`config.mk`:
```
export PLATFORM = sky130hd
export DESIGN_NAME = rv32_mod_dext_wb_bridge
export DESIGN_NICKNAME = d
export VERILOG_FILES = /design/src/rtl/rv32_pkg.sv /design/src/rtl/rv32_mod_dext_req_slot.sv /design/src/rtl/rv32_mod_dext_wb_bridge.sv
export SDC_FILE = /design/constraint.sdc
export NUM_CORES = 1
export LEC_CHECK = 0
export ABC_AREA = 1
export ABC_CLOCK_PERIOD_IN_PS = 4500
export BUFFER_PORTS_ARGS = -buffer_cell sky130_fd_sc_hd__buf_4
export CORE_MARGIN = 2
export CORE_UTILIZATION = 53
export DETAILED_ROUTE_END_ITERATION = 10
export PLACE_DENSITY = 0.8
export SYNTH_ARGS = -nofsm -noshare
export SYNTH_HDL_FRONTEND = slang
export SYNTH_HIERARCHICAL = 1
export SYNTH_SLANG_ARGS = --single-unit
```
`constraint.sdc`:
```
create_clock -name clk -period 4.5 [get_ports clk]
set_input_delay 0.225 -clock clk [delete_from_list [all_inputs] [get_ports clk]]
set_output_delay 0.225 -clock clk [all_outputs]
set_load 0.02 [all_outputs]
```
`src/rtl/rv32_pkg.sv`:
```
// Shared types for the data-external (dext) path of the rv32 hart:
// request record, Wishbone bridge FSM states and a request sanity helper.
package rv32_pkg;

   typedef struct packed {
      logic        wr;
      logic [3:0]  be;
      logic [31:0] addr;
      logic [31:0] data;
   } dext_req_t;

   typedef enum logic [1:0] {
      IDLE  = 2'd0,
      BUS   = 2'd1,
      FAULT = 2'd2
   } wb_bridge_state_e;

   // A request may go on the bus only if word-aligned and at least one byte is selected.
   function automatic logic req_is_valid(input dext_req_t r);
      return (r.be != 4'b0000) && (r.addr[1:0] == 2'b00);
   endfunction

endpackage

```
`src/rtl/rv32_mod_dext_req_slot.sv`:
```
// One-entry holding register for a dext request that arrives while the bridge is busy.
// A push while full (and not popped in the same cycle) is dropped and flagged sticky.
module rv32_mod_dext_req_slot
   import rv32_pkg::*;
(
   input  logic      clk,
   input  logic      reset,
   input  logic      push,
   input  logic      pop,
   input  dext_req_t din,
   output dext_req_t dout,
   output logic      full,
   output logic      overrun
);

   always_ff @(posedge clk or posedge reset) begin
      if (reset) begin
         full    <= 1'b0;
         dout    <= '0;
         overrun <= 1'b0;
      end else begin
         if (pop)
            full <= 1'b0;
         // A pop frees the entry in the same cycle, so a simultaneous push is accepted.
         if (push && (!full || pop)) begin
            full <= 1'b1;
            dout <= din;
         end
         if (push && full && !pop)
            overrun <= 1'b1;
      end
   end

endmodule

```
`src/rtl/rv32_mod_dext_wb_bridge.sv`:
```
// Runs single-cycle dext requests as Wishbone B4 classic cycles with a one-deep
// pending slot, alignment fault path and a saturating bus timeout.
module rv32_mod_dext_wb_bridge
   import rv32_pkg::*;
#(
   parameter int unsigned TIMEOUT_CYCLES = 255
) (
   input  logic        clk,
   input  logic        reset,
   input  logic        dext_req,
   input  logic        dext_wr,
   input  logic [3:0]  dext_be,
   input  logic [31:0] dext_addr,
   input  logic [31:0] dext_do,
   output logic [31:0] dext_di,
   output logic        dext_ack,
   output logic        dext_err,
   output logic        wb_cyc,
   output logic        wb_stb,
   output logic        wb_we,
   output logic [3:0]  wb_sel,
   output logic [31:0] wb_adr,
   output logic [31:0] wb_dat_o,
   input  logic [31:0] wb_dat_i,
   input  logic        wb_ack,
   input  logic        wb_err,
   output logic        overrun
);

   localparam int CW = (TIMEOUT_CYCLES > 0) ? $clog2(TIMEOUT_CYCLES + 1) : 1;
   localparam logic [CW-1:0] CNT_MAX = (TIMEOUT_CYCLES > 0) ? CW'(TIMEOUT_CYCLES) : {CW{1'b1}};

   wb_bridge_state_e state, state_next;
   dext_req_t        new_req, slot_req, launch_req;
   logic             slot_full, slot_push, slot_pop;
   logic             launch, launch_ok, timeout, resp_ack, resp_err;
   logic [CW-1:0]    cnt;

   assign new_req = '{wr: dext_wr, be: dext_be, addr: dext_addr, data: dext_do};

   rv32_mod_dext_req_slot u_slot (
      .clk     (clk),
      .reset   (reset),
      .push    (slot_push),
      .pop     (slot_pop),
      .din     (new_req),
      .dout    (slot_req),
      .full    (slot_full),
      .overrun (overrun)
   );

   always_comb begin
      state_next = state;
      launch     = 1'b0;
      launch_req = new_req;
      slot_pop   = 1'b0;
      slot_push  = dext_req;
      resp_ack   = 1'b0;
      resp_err   = 1'b0;
      timeout    = (TIMEOUT_CYCLES != 0) && (cnt == CNT_MAX);
      case (state)
         IDLE: begin
            // The older pending request always goes first; a new one then waits in the slot.
            if (slot_full) begin
               launch     = 1'b1;
               slot_pop   = 1'b1;
               launch_req = slot_req;
            end else if (dext_req) begin
               launch    = 1'b1;
               slot_push = 1'b0;
            end
            if (launch)
               state_next = req_is_valid(launch_req) ? BUS : FAULT;
         end
         BUS: begin
            if (wb_err)
               resp_err = 1'b1;
            else if (wb_ack)
               resp_ack = 1'b1;
            else if (timeout)
               resp_err = 1'b1;
            if (resp_ack || resp_err)
               state_next = IDLE;
         end
         FAULT: begin
            resp_err   = 1'b1;
            state_next = IDLE;
         end
         default: state_next = IDLE;
      endcase
   end

   assign launch_ok = launch && req_is_valid(launch_req);

   always_ff @(posedge clk or posedge reset) begin
      if (reset)
         state <= IDLE;
      else
         state <= state_next;
   end

   // Decoded from the state register, so reset drops the bus cycle immediately.
   assign wb_cyc = (state == BUS);
   assign wb_stb = wb_cyc;

   always_ff @(posedge clk or posedge reset) begin
      if (reset) begin
         wb_we    <= 1'b0;
         wb_sel   <= 4'b0;
         wb_adr   <= 32'b0;
         wb_dat_o <= 32'b0;
      end else if (launch_ok) begin
         wb_we    <= launch_req.wr;
         wb_sel   <= launch_req.be;
         wb_adr   <= launch_req.addr;
         wb_dat_o <= launch_req.data;
      end
   end

   always_ff @(posedge clk or posedge reset) begin
      if (reset) begin
         dext_ack <= 1'b0;
         dext_err <= 1'b0;
         dext_di  <= 32'b0;
      end else begin
         dext_ack <= resp_ack;
         dext_err <= resp_err;
         dext_di  <= (resp_ack && !wb_we) ? wb_dat_i : 32'b0;
      end
   end

   always_ff @(posedge clk or posedge reset) begin
      if (reset)
         cnt <= '0;
      else if (launch)
         cnt <= '0;
      else if ((state == BUS) && !resp_ack && !resp_err && (cnt != CNT_MAX))
         cnt <= cnt + 1'b1;
   end

endmodule

```
==> results of run 1 <==
## through the flow
step / setup WS [ns] / std cells / util
6_report: 1.55 / 1434 / 0.693
5_1_grt: 1.28 / 1434 / 0.693
2_1_floorplan: 1.29 / 1036 / -
3_5_place_dp: 1.59 / 1389 / 0.644
3_3_place_gp: 1.70 / 1389 / 0.644
4_1_cts: 1.55 / 1434 / 0.693
## flip-flops by register name, indices dropped and copies added, names as in the netlist
signal and flops:
dext_di 32, dext_err 1, u_slot/overrun 1, u_slot/dout 69, wb_sel 4, wb_adr 32, state 2, u_slot/full 1
dext_ack 1, wb_we 1, cnt 8, wb_dat_o 32
## area by class of cell
| class | instances | area share |
|---|---|---|
| Tap cell | 188 | 0.0225 |
| Clock inverter | 14 | 0.0163 |
| Inverter | 64 | 0.0233 |
| Sequential cell | 184 | 0.441 |
| Timing Repair Buffer | 233 | 0.170 |
| Multi-Input combinational cell | 733 | 0.286 |
| Clock buffer | 18 | 0.0411 |
## cells in the final DEF, fill, tap and decap left out, types with 2 or more instances in the layout
master           n
clkbuf_16       17
ha_1             4
inv_2            2
bufinv_16        3
o21ai_1          2
clkinv_2         5
dfrtp_1        184
nand4_1          9
nand3_1         82
nor3_1           2
nand2_1        571
inv_1           59
dlygate4sd3_1   13
buf_4          220
nand2_2          3
xor2_1           4
nor2_1          45
o21bai_1         2
inv_6            5
o21ai_0          3
## power groups by stage
stage | registers (uW) | clock network (uW) | logic [uW]
floorplan | 2930 | 0 | 1770
finish | 2620 | 1530 | 3050
CTS | 2620 | 1550 | 3080
global route | 2700 | 1620 | 3430
detailed placement | 2630 | 0 | 3050
global placement | 2620 | 0 | 2970
## kinds of logic (layout without fill, tap and decap cells)
group | count (synthesis) | in the layout | synth area share
AOI/OAI and AO/OA | 11 | 11 | 0.00801
xor gates and xnor gates | 4 | 4 | 0.00431
adders and majority gates | 4 | 4 | 0.00616
buffers and inverters | 119 | 329 | 0.0666
DFF | 184 | 184 | 0.567
and+or+nand+nor | 714 | 714 | 0.348
## worst max-delay path: stages (launching register included)
cell and delay [ns]:
dfrtp_1 0.39, inv_1 0.08, ha_1 0.29, nand2_2 0.11, buf_4 0.61, nand2_1 0.14, nand2_1 0.14, nor2_1 0.05
nand2_1 0.08, nand3_2 0.08, inv_2 0.05, buf_4 0.58, nand2_1 0.15, nand2_1 0.09
## synth_stat cells (2+ instances only)
library cell	count	area share
buf_2	27	0.017
inv_2	2	0.00092
buf_6	7	0.0097
inv_1	61	0.028
nor3_1	2	0.0012
xor2_1	4	0.0043
clkbuf_1	15	0.0069
dfrtp_1	184	0.57
ha_1	4	0.0062
o21ai_0	3	0.0018
o21ai_1	2	0.0012
nor2_1	45	0.021
nand4_1	9	0.0069
nand3_1	82	0.051
o21bai_1	2	0.0018
nand2_2	3	0.0023
nand2_1	571	0.26
a21oi_1	2	0.0012
buf_1	4	0.0018
buf_4	2	0.0018
## routing by layer
layer / part of all wire / track usage
met1: 0.43 / 0.342
met2: 0.49 / 0.415
met3: 0.061 / 0.0534
met4: 0.012 / 0.0724
met5: 0 / 0
## how the worst max path moves through the flow
| stage | start | endpoint | slack, ns | depth (start not counted) |
|---|---|---|---|---|
| 2_1_floorplan | reset | cnt[0] | 1.29 | 1 |
| 3_3_place_gp | state[0] | wb_sel[0] | 1.70 | 13 |
| 3_5_place_dp | state[0] | wb_sel[0] | 1.59 | 13 |
| 4_1_cts | state[0] | wb_sel[0] | 1.55 | 13 |
| 5_1_grt | state[0] | wb_dat_o[8] | 1.28 | 13 |
| 6_report | state[0] | wb_sel[0] | 1.55 | 13 |
==> results.yml, run 1 <==
pwr:
  combPwrFrac: 0.424
  p_total_uw: 7210
  p_per_area_nw_per_um2: 690
  switching_share: 0.418
  p_int_uw: 4190
  power.switching_uw: 3020
  pwr-share-clk: 0.213
  seqPwrFrac: 0.364
  ir_worst_vdd_mv: 0.390
  p_leak_uw: 0.00612
global_route:
  grt_overflow: 0
  grt_pass1_wl_um: 32900
  antenna_found_initial: 0
  grt_pass1_vias: 6828
  grt_max_degree: 74
  grt_usage: 0.252
yosys:
  ys_ff_latch: 184
  synth_edf_count: 0
  synthCells: 1036
  postSynthAreaPerCell_um2: 7.84
  syn-cell-area_um2: 8120
  yosys_warnings: 6
  yosysSeqAreaShare: 0.567
  syn-num-nets: 1146
  async_reset_ff_frac: 1.00
  yosysUniqueCellTypes: 25
  synth_ff_type: "dfrtp_1"
clock_network:
  postCtsSetupBuffers: 0
  clockBufferDepth: 2
  ctsRootBufferMaster: "clkbuf_16"
  hold_buffers: 13
  h-tree-depth: 4
  insertion_delay_ns: 0.43
  cts_resized: 0
  clock_sinks: 184
  cts_tree: "built"
  numCtsBuffers: 17
  cts.clk_slew.worst_paths_ns: 0.07
detailed_routing:
  routed-via-count: 7162
  route.detailed.drc: 0
  vias_per_cell: 4.99
  postRouteAntennaNets: 0
  wl_um: 20000
  drt_first_pass_iters: 5
  first_iter_violations: 543
  routedWlPerCell_um: 14.0
die:
  rows: 45
  pin_count: 212
  design.die.area_um2: 16300
  coreArea_um2: 15100
  die_w_um: 128
  die_h_um: 128
  initial_utilization: 0.538
layout:
  fillers: 1232
  stdcell_area_um2: 10500
  syn2layout_area_growth_pct: 28.7
  regArea_um2: 4600
  drive_gt1_frac: 0.209
  diodes: 0
  multi_input_area_um2: 2990
  nNetsFinal: 1343
critical_path:
  reg2reg_depth: 13
  rr_startpoint: "state[0]"
  crit_arrival_ns: 3.31
  timing.rr.end: "wb_sel[0]"
  cp-start-kind: "register"
  r2r_slack_ns: 1.55
  cp-end-kind: "register"
  crit_type: "reg -> reg"
  required_ns: 4.86
  path_max_fanout: 70
worst_hold_path:
  min-delay-path-class: "in -> async"
sta:
  hold_violations: 4
  skew_ns: 0.00933
  slew-limit-headroom: 0.284
  setup_viol: 0
  worst_pin_slew_ns: 1.07
  maxSlewViolCount: 0
  min_period_over_period: 0.656
  fmax_mhz: 339
  holdWs_ns: -0.00529
  tns_ns: 0
  rsz0062_at_grt: "false"
  period_needed_ns: 2.95
place:
  dpl_cell_area_um2: 9720
  io_buffers: 211
  place_congestion: 0.822
  dp_hpwl_um: 12300
status:
  violations: "negative hold slack"
  status: "finished, violations left"
job:
  drv_cap: 0
(Power assumes the default switching activity.)
==> run 2, diff against run 1 <==
--- a/config.mk
+++ b/config.mk
@@ -6,12 +6,12 @@
 export NUM_CORES = 1
 export LEC_CHECK = 0
 export ABC_AREA = 1
-export ABC_CLOCK_PERIOD_IN_PS = 4500
+export ABC_CLOCK_PERIOD_IN_PS = 2500
 export BUFFER_PORTS_ARGS = -buffer_cell sky130_fd_sc_hd__buf_4
 export CORE_MARGIN = 2
-export CORE_UTILIZATION = 53
+export CORE_UTILIZATION = 48
 export DETAILED_ROUTE_END_ITERATION = 10
-export PLACE_DENSITY = 0.8
+export PLACE_DENSITY = 0.76
 export SYNTH_ARGS = -nofsm -noshare
 export SYNTH_HDL_FRONTEND = slang
 export SYNTH_HIERARCHICAL = 1
==> constraint.sdc (replaced) <==
create_clock -name clk -period 2.5 [get_ports clk]
set_input_delay 0.125 -clock clk [delete_from_list [all_inputs] [get_ports clk]]
set_output_delay 0.125 -clock clk [all_outputs]
set_load 0.02 [all_outputs]
==> results.yml, run 2 (synthesized netlist as in run 1, its figures left out) <==
clock_network:
  cts_tree: "built"
  numCtsBuffers: 17
  h-tree-depth: 4
  cts.clk_slew.worst_paths_ns: 0.07
  insertion_delay_ns: 0.43
  ctsRootBufferMaster: "clkbuf_16"
  clock_sinks: 184
  cts_resized: 0
  clockBufferDepth: 2
pwr:
  p_total_uw: 13100
  p_leak_uw: 0.00654
  p_per_area_nw_per_um2: 1150
  ir_worst_vdd_mv: 0.654
detailed_routing:
  postRouteAntennaNets: 0
  routedWlPerCell_um: 14.4
  route.detailed.drc: 0
  drt_first_pass_iters: 5
  vias_per_cell: 4.81
  wl_um: 22500
  routed-via-count: 7535
  first_iter_violations: 410
layout:
  multi_input_area_um2: 2990
  layout_common_cells: "571 x nand2_1, 225 x buf_4, 184 x dfrtp_1, 104 x dlygate4sd3_1, 82 x nand3_1"
  regArea_um2: 4600
  drive_gt1_frac: 0.201
  fillers: 1312
  diodes: 0
  regMostFlops: "u_slot/dout"
  syn2layout_area_growth_pct: 41.3
  layout_commonest_cell: "nand2_1"
  stdcell_area_um2: 11500
  largest_register_ffs: 69
  nNetsFinal: 1442
sta:
  worst_pin_slew_ns: 0.662
  setup_viol: 0
  rsz0062_at_grt: "false"
  skew_ns: 0.00599
  hold_violations: 0
  slew-limit-headroom: 0.558
  maxSlewViolCount: 0
  period_needed_ns: 2.17
  fmax_mhz: 460
  min_period_over_period: 0.870
  tns_ns: 0
  holdWs_ns: 0.118
global_route:
  grt_usage: 0.255
  grt_pass1_vias: 7452
  grt_max_degree: 114
  grt_pass1_wl_um: 36500
  grt_overflow: 0
  antenna_found_initial: 0
die:
  initial_utilization: 0.490
  die_h_um: 134
  coreArea_um2: 16600
  pin_count: 212
  die_w_um: 134
  design.die.area_um2: 18000
  rows: 47
critical_path:
  crit_type: "reg -> reg"
  crit_start: "state[0]"
  required_ns: 2.87
  timing.rr.end: "u_slot/dout[4]"
  crit_end: "u_slot/dout[4]"
  cp-start-kind: "register"
  crit_arrival_ns: 2.54
  path_max_fanout: 33
  worstPathCellList: "inv_1 > ha_1 > nand2_2 > inv_2 > inv_1 > nand2_2 > buf_4 > nand3_1 > nand2_1"
  r2r_slack_ns: 0.33
  cpMaxStageDelayCell: "buf_4"
  cpPeakStageDelay_ns: 0.43
  rr_startpoint: "state[0]"
  cp-end-kind: "register"
  reg2reg_depth: 9
status:
  status: "complete, no violations"
place:
  io_buffers: 211
  place_congestion: 0.823
  dp_hpwl_um: 13000
  dpl_cell_area_um2: 9860
worst_hold_path:
  min-delay-path-class: "in -> reg"
job:
  drv_cap: 0
-- run 2: cell count changes in the layout (fill, tap and decap cells not counted), sizes merged --
| cell | change |
|---|---|
| dlygate4sd3 | +91 |
| buf | +8 |
| bufinv | -3 |
| inv | +3 |
| clkbuf | -1 |
| clkinvlp | +1 |
-- run 2: layout make-up --
cell class / instances / share of cell area
Clock buffer: 17 / 0.0371
Clock inverter: 15 / 0.0131
Inverter: 64 / 0.0214
Multi-Input combinational cell: 733 / 0.260
Sequential cell: 184 / 0.401
Tap cell: 220 / 0.0240
Timing Repair Buffer: 332 / 0.243
-- run 2: metrics by stage --
stage | std cells | worst slack [ns] | util
after floorplan | 1036 | 0.565 | -
after global placement | 1429 | 0.460 | 0.595
after detailed placement | 1429 | 0.364 | 0.595
after CTS | 1565 | 0.329 | 0.692
after global routing | 1565 | 0.132 | 0.692
final | 1565 | 0.326 | 0.692
-- run 2: report_power, final --
| part | switching (uW) | total (uW) | leakage [uW] | internal (uW) |
|---|---|---|---|---|
| clock | 1310 | 2640 | 0.000281 | 1330 |
| sequential | 642 | 4730 | 0.00235 | 4090 |
| combinational | 3720 | 5770 | 0.00390 | 2050 |
| total | 5670 | 13100 | 0.00654 | 7480 |
-- run 2: timing repair --
action | 4_1_cts | 5_1_grt
setup buffers | 0 | 0
endpoints found under the hold margin | 278 | 0
hold buffers | 104 | 0
-- run 2: worst min-delay path by stage --
| stage | end | slack [ns] | from | cells past startpoint |
|---|---|---|---|---|
| floorplan | dext_di[0] | 0.23 | wb_dat_i[0] | 2 |
| global placement | u_slot/dout[52] | 0.11 | reset | 2 |
| detailed placement | u_slot/dout[52] | 0.11 | reset | 2 |
| CTS | state[0] | 0.09 | dext_req | 4 |
| global route | state[0] | 0.15 | dext_req | 4 |
| finish | state[0] | 0.12 | dext_req | 4 |
-- run 2: layer usage --
| metal | vias up | routed length [um] | track usage |
|---|---|---|---|
| met3 | 33 | 1360 | 0.0514 |
| li1 | 3735 | - | - |
| met4 | 0 | 429 | 0.0836 |
| met2 | 247 | 11400 | 0.445 |
| met1 | 3520 | 9380 | 0.319 |
| met5 | - | 0 | 0 |
-- run 2: critical path, delay by kind of cell, from the launching register on --
family                     cells  cell delay, ns
adders and majority gates      1            0.31
buffers and inverters          4            0.74
DFF                            1            0.41
and+or+nand+nor                4            0.66
==> run 3, diff against run 2 <==
--- a/config.mk
+++ b/config.mk
@@ -6,12 +6,13 @@
 export NUM_CORES = 1
 export LEC_CHECK = 0
 export ABC_AREA = 1
-export ABC_CLOCK_PERIOD_IN_PS = 2500
+export ABC_CLOCK_PERIOD_IN_PS = 2350
 export BUFFER_PORTS_ARGS = -buffer_cell sky130_fd_sc_hd__buf_4
 export CORE_MARGIN = 2
-export CORE_UTILIZATION = 48
+export CORE_UTILIZATION = 53
+export CTS_CLUSTER_DIAMETER = 80
 export DETAILED_ROUTE_END_ITERATION = 10
-export PLACE_DENSITY = 0.76
+export PLACE_DENSITY = 0.8
 export SYNTH_ARGS = -nofsm -noshare
 export SYNTH_HDL_FRONTEND = slang
 export SYNTH_HIERARCHICAL = 1
==> constraint.sdc (replaced) <==
create_clock -name clk -period 2.35 [get_ports clk]
set_input_delay 0.1175 -clock clk [delete_from_list [all_inputs] [get_ports clk]]
set_output_delay 0.1175 -clock clk [all_outputs]
set_load 0.02 [all_outputs]
==> results.yml, run 3 (synthesized netlist as in run 1, its figures left out) <==
pwr:
  ir_worst_vdd_mv: 0.663
  p_leak_uw: 0.00653
  p_per_area_nw_per_um2: 1230
critical_path:
  r2r_slack_ns: 0.27
  timing.rr.end: "wb_dat_o[23]"
  path_max_fanout: 32
  crit_type: "reg -> reg"
  crit_arrival_ns: 2.39
  rr_startpoint: "state[1]"
  reg2reg_depth: 12
  cp-start-kind: "register"
  required_ns: 2.66
  cp-end-kind: "register"
layout:
  diodes: 0
  layout_common_cells: "571 x nand2_1, 217 x buf_4, 184 x dfrtp_1, 104 x dlygate4sd3_1, 82 x nand3_1"
  layout_commonest_cell: "nand2_1"
  regMostFlops: "u_slot/dout"
  instances_no_fill: 1529
  syn2layout_area_growth_pct: 41.4
  nNetsFinal: 1439
  largest_register_ffs: 69
  fillers: 1034
  drive_gt1_frac: 0.198
sta:
  period_needed_ns: 2.08
  min_period_over_period: 0.887
  post-route-worst-setup-slack_ns: 0.266
  slew-limit-headroom: 0.471
  hold_violations: 0
  worst_pin_slew_ns: 0.792
  maxSlewViolCount: 0
  skew_ns: 0.00835
  rsz0062_at_grt: "false"
  setup_viol: 0
  fmax_mhz: 480
  tns_ns: 0
worst_hold_path:
  worstHoldStart: "dext_req"
  hold_depth: 4
  min-delay-path-class: "in -> reg"
  hold-path-endpoint: "state[0]"
place:
  dp_hpwl_um: 12900
  place_congestion: 0.866
  io_buffers: 211
  pre_cts_ws_ns: 0.180
  place_inst: 1394
die:
  die_h_um: 128
  initial_utilization: 0.538
  rows: 45
  pin_count: 212
  die_w_um: 128
  coreArea_um2: 15100
  design.die.area_um2: 16300
global_route:
  antenna_found_initial: 0
  grt_max_degree: 114
  grt_overflow: 0
  gr-usage-met2: 0.491
  grt_pass1_wl_um: 37000
  grt_pass1_vias: 7600
  grt_use_met3: 0.0530
  grt_use_met1: 0.355
  grt_usage: 0.284
  grt.busiest_layer: "met2"
job:
  drv_cap: 0
detailed_routing:
  drt_first_pass_iters: 5
  first_iter_violations: 537
  wl_um: 22300
  postRouteAntennaNets: 0
  vias_per_cell: 4.98
  routedWlPerCell_um: 14.6
  route.detailed.drc: 0
  routed-via-count: 7616
clock_network:
  numCtsBuffers: 17
  h-tree-depth: 4
  ctsRootBufferMaster: "clkbuf_16"
  insertion_delay_ns: 0.42
  cts_tree: "built"
  postCtsSetupBuffers: 0
  cts.clk_slew.worst_paths_ns: 0.06
  clock_sinks: 184
  clockBufferDepth: 2
status:
  status: "complete, no violations"
[run 3: routing by layer]
layer	part of all wire	routed length, um
met1	0.41	9160
met4	0.027	592
met5	0	0
met3	0.051	1150
met2	0.51	11400
[run 3: worst max-delay path by stage]
stage / from / to / slack (ns) / cells after the start
finish: state[1] / wb_dat_o[23] / 0.27 / 12
global route: state[1] / wb_dat_o[23] / 0.02 / 12
CTS: state[0] / u_slot/dout[66] / 0.14 / 9
detailed placement: state[0] / wb_dat_o[23] / 0.18 / 13
global placement: state[0] / wb_dat_o[23] / 0.23 / 11
floorplan: state[0] / u_slot/dout[32] / 0.41 / 13
[run 3: timing repair]
item / 4_1_cts / 5_1_grt
gates resized for setup: 0 / 3
hold buffers: 104 / 0
endpoints found under the setup margin: 0 / 126
endpoints found under the hold margin: 284 / 0
[run 3: cell type report]
cell class	instances	area, um^2	area share
clock buffers	20	457	0.0398
clock inverters	11	125	0.0109
inverters	64	246	0.0215
multi-input cells	733	2990	0.260
flip-flops and latches	184	4600	0.401
well taps	188	235	0.0205
repair buffers	329	2820	0.246
[run 3: critical path, stage by stage, from the launching register on]
cell      delay [ns]
dfrtp_1         0.40
inv_1           0.09
ha_2            0.26
nand2_2         0.14
nand2_1         0.09
o21ai_1         0.10
nor2_1          0.11
nand2_1         0.07
nand3_2         0.10
clkinv_2        0.20
buf_12          0.23
nand2_1         0.11
nand2_1         0.06
[run 3: through the flow]
step	util	total power [uW]	hold slack [ns]	instance area (um^2)
global route	0.761	15100	0.0722	11500
finish	0.761	14100	0.0695	11500
global placement	0.653	10900	0.312	9850
detailed placement	0.653	11000	0.316	9850
CTS	0.760	14000	0.0491	11500
floorplan	-	9000	0.224	8120
[run 3: report_power, final]
part	internal, uW	leakage (uW)	switching, uW
logic	2240	0.00391	3980
registers	4360	0.00235	676
clock network	1620	0.000270	1200
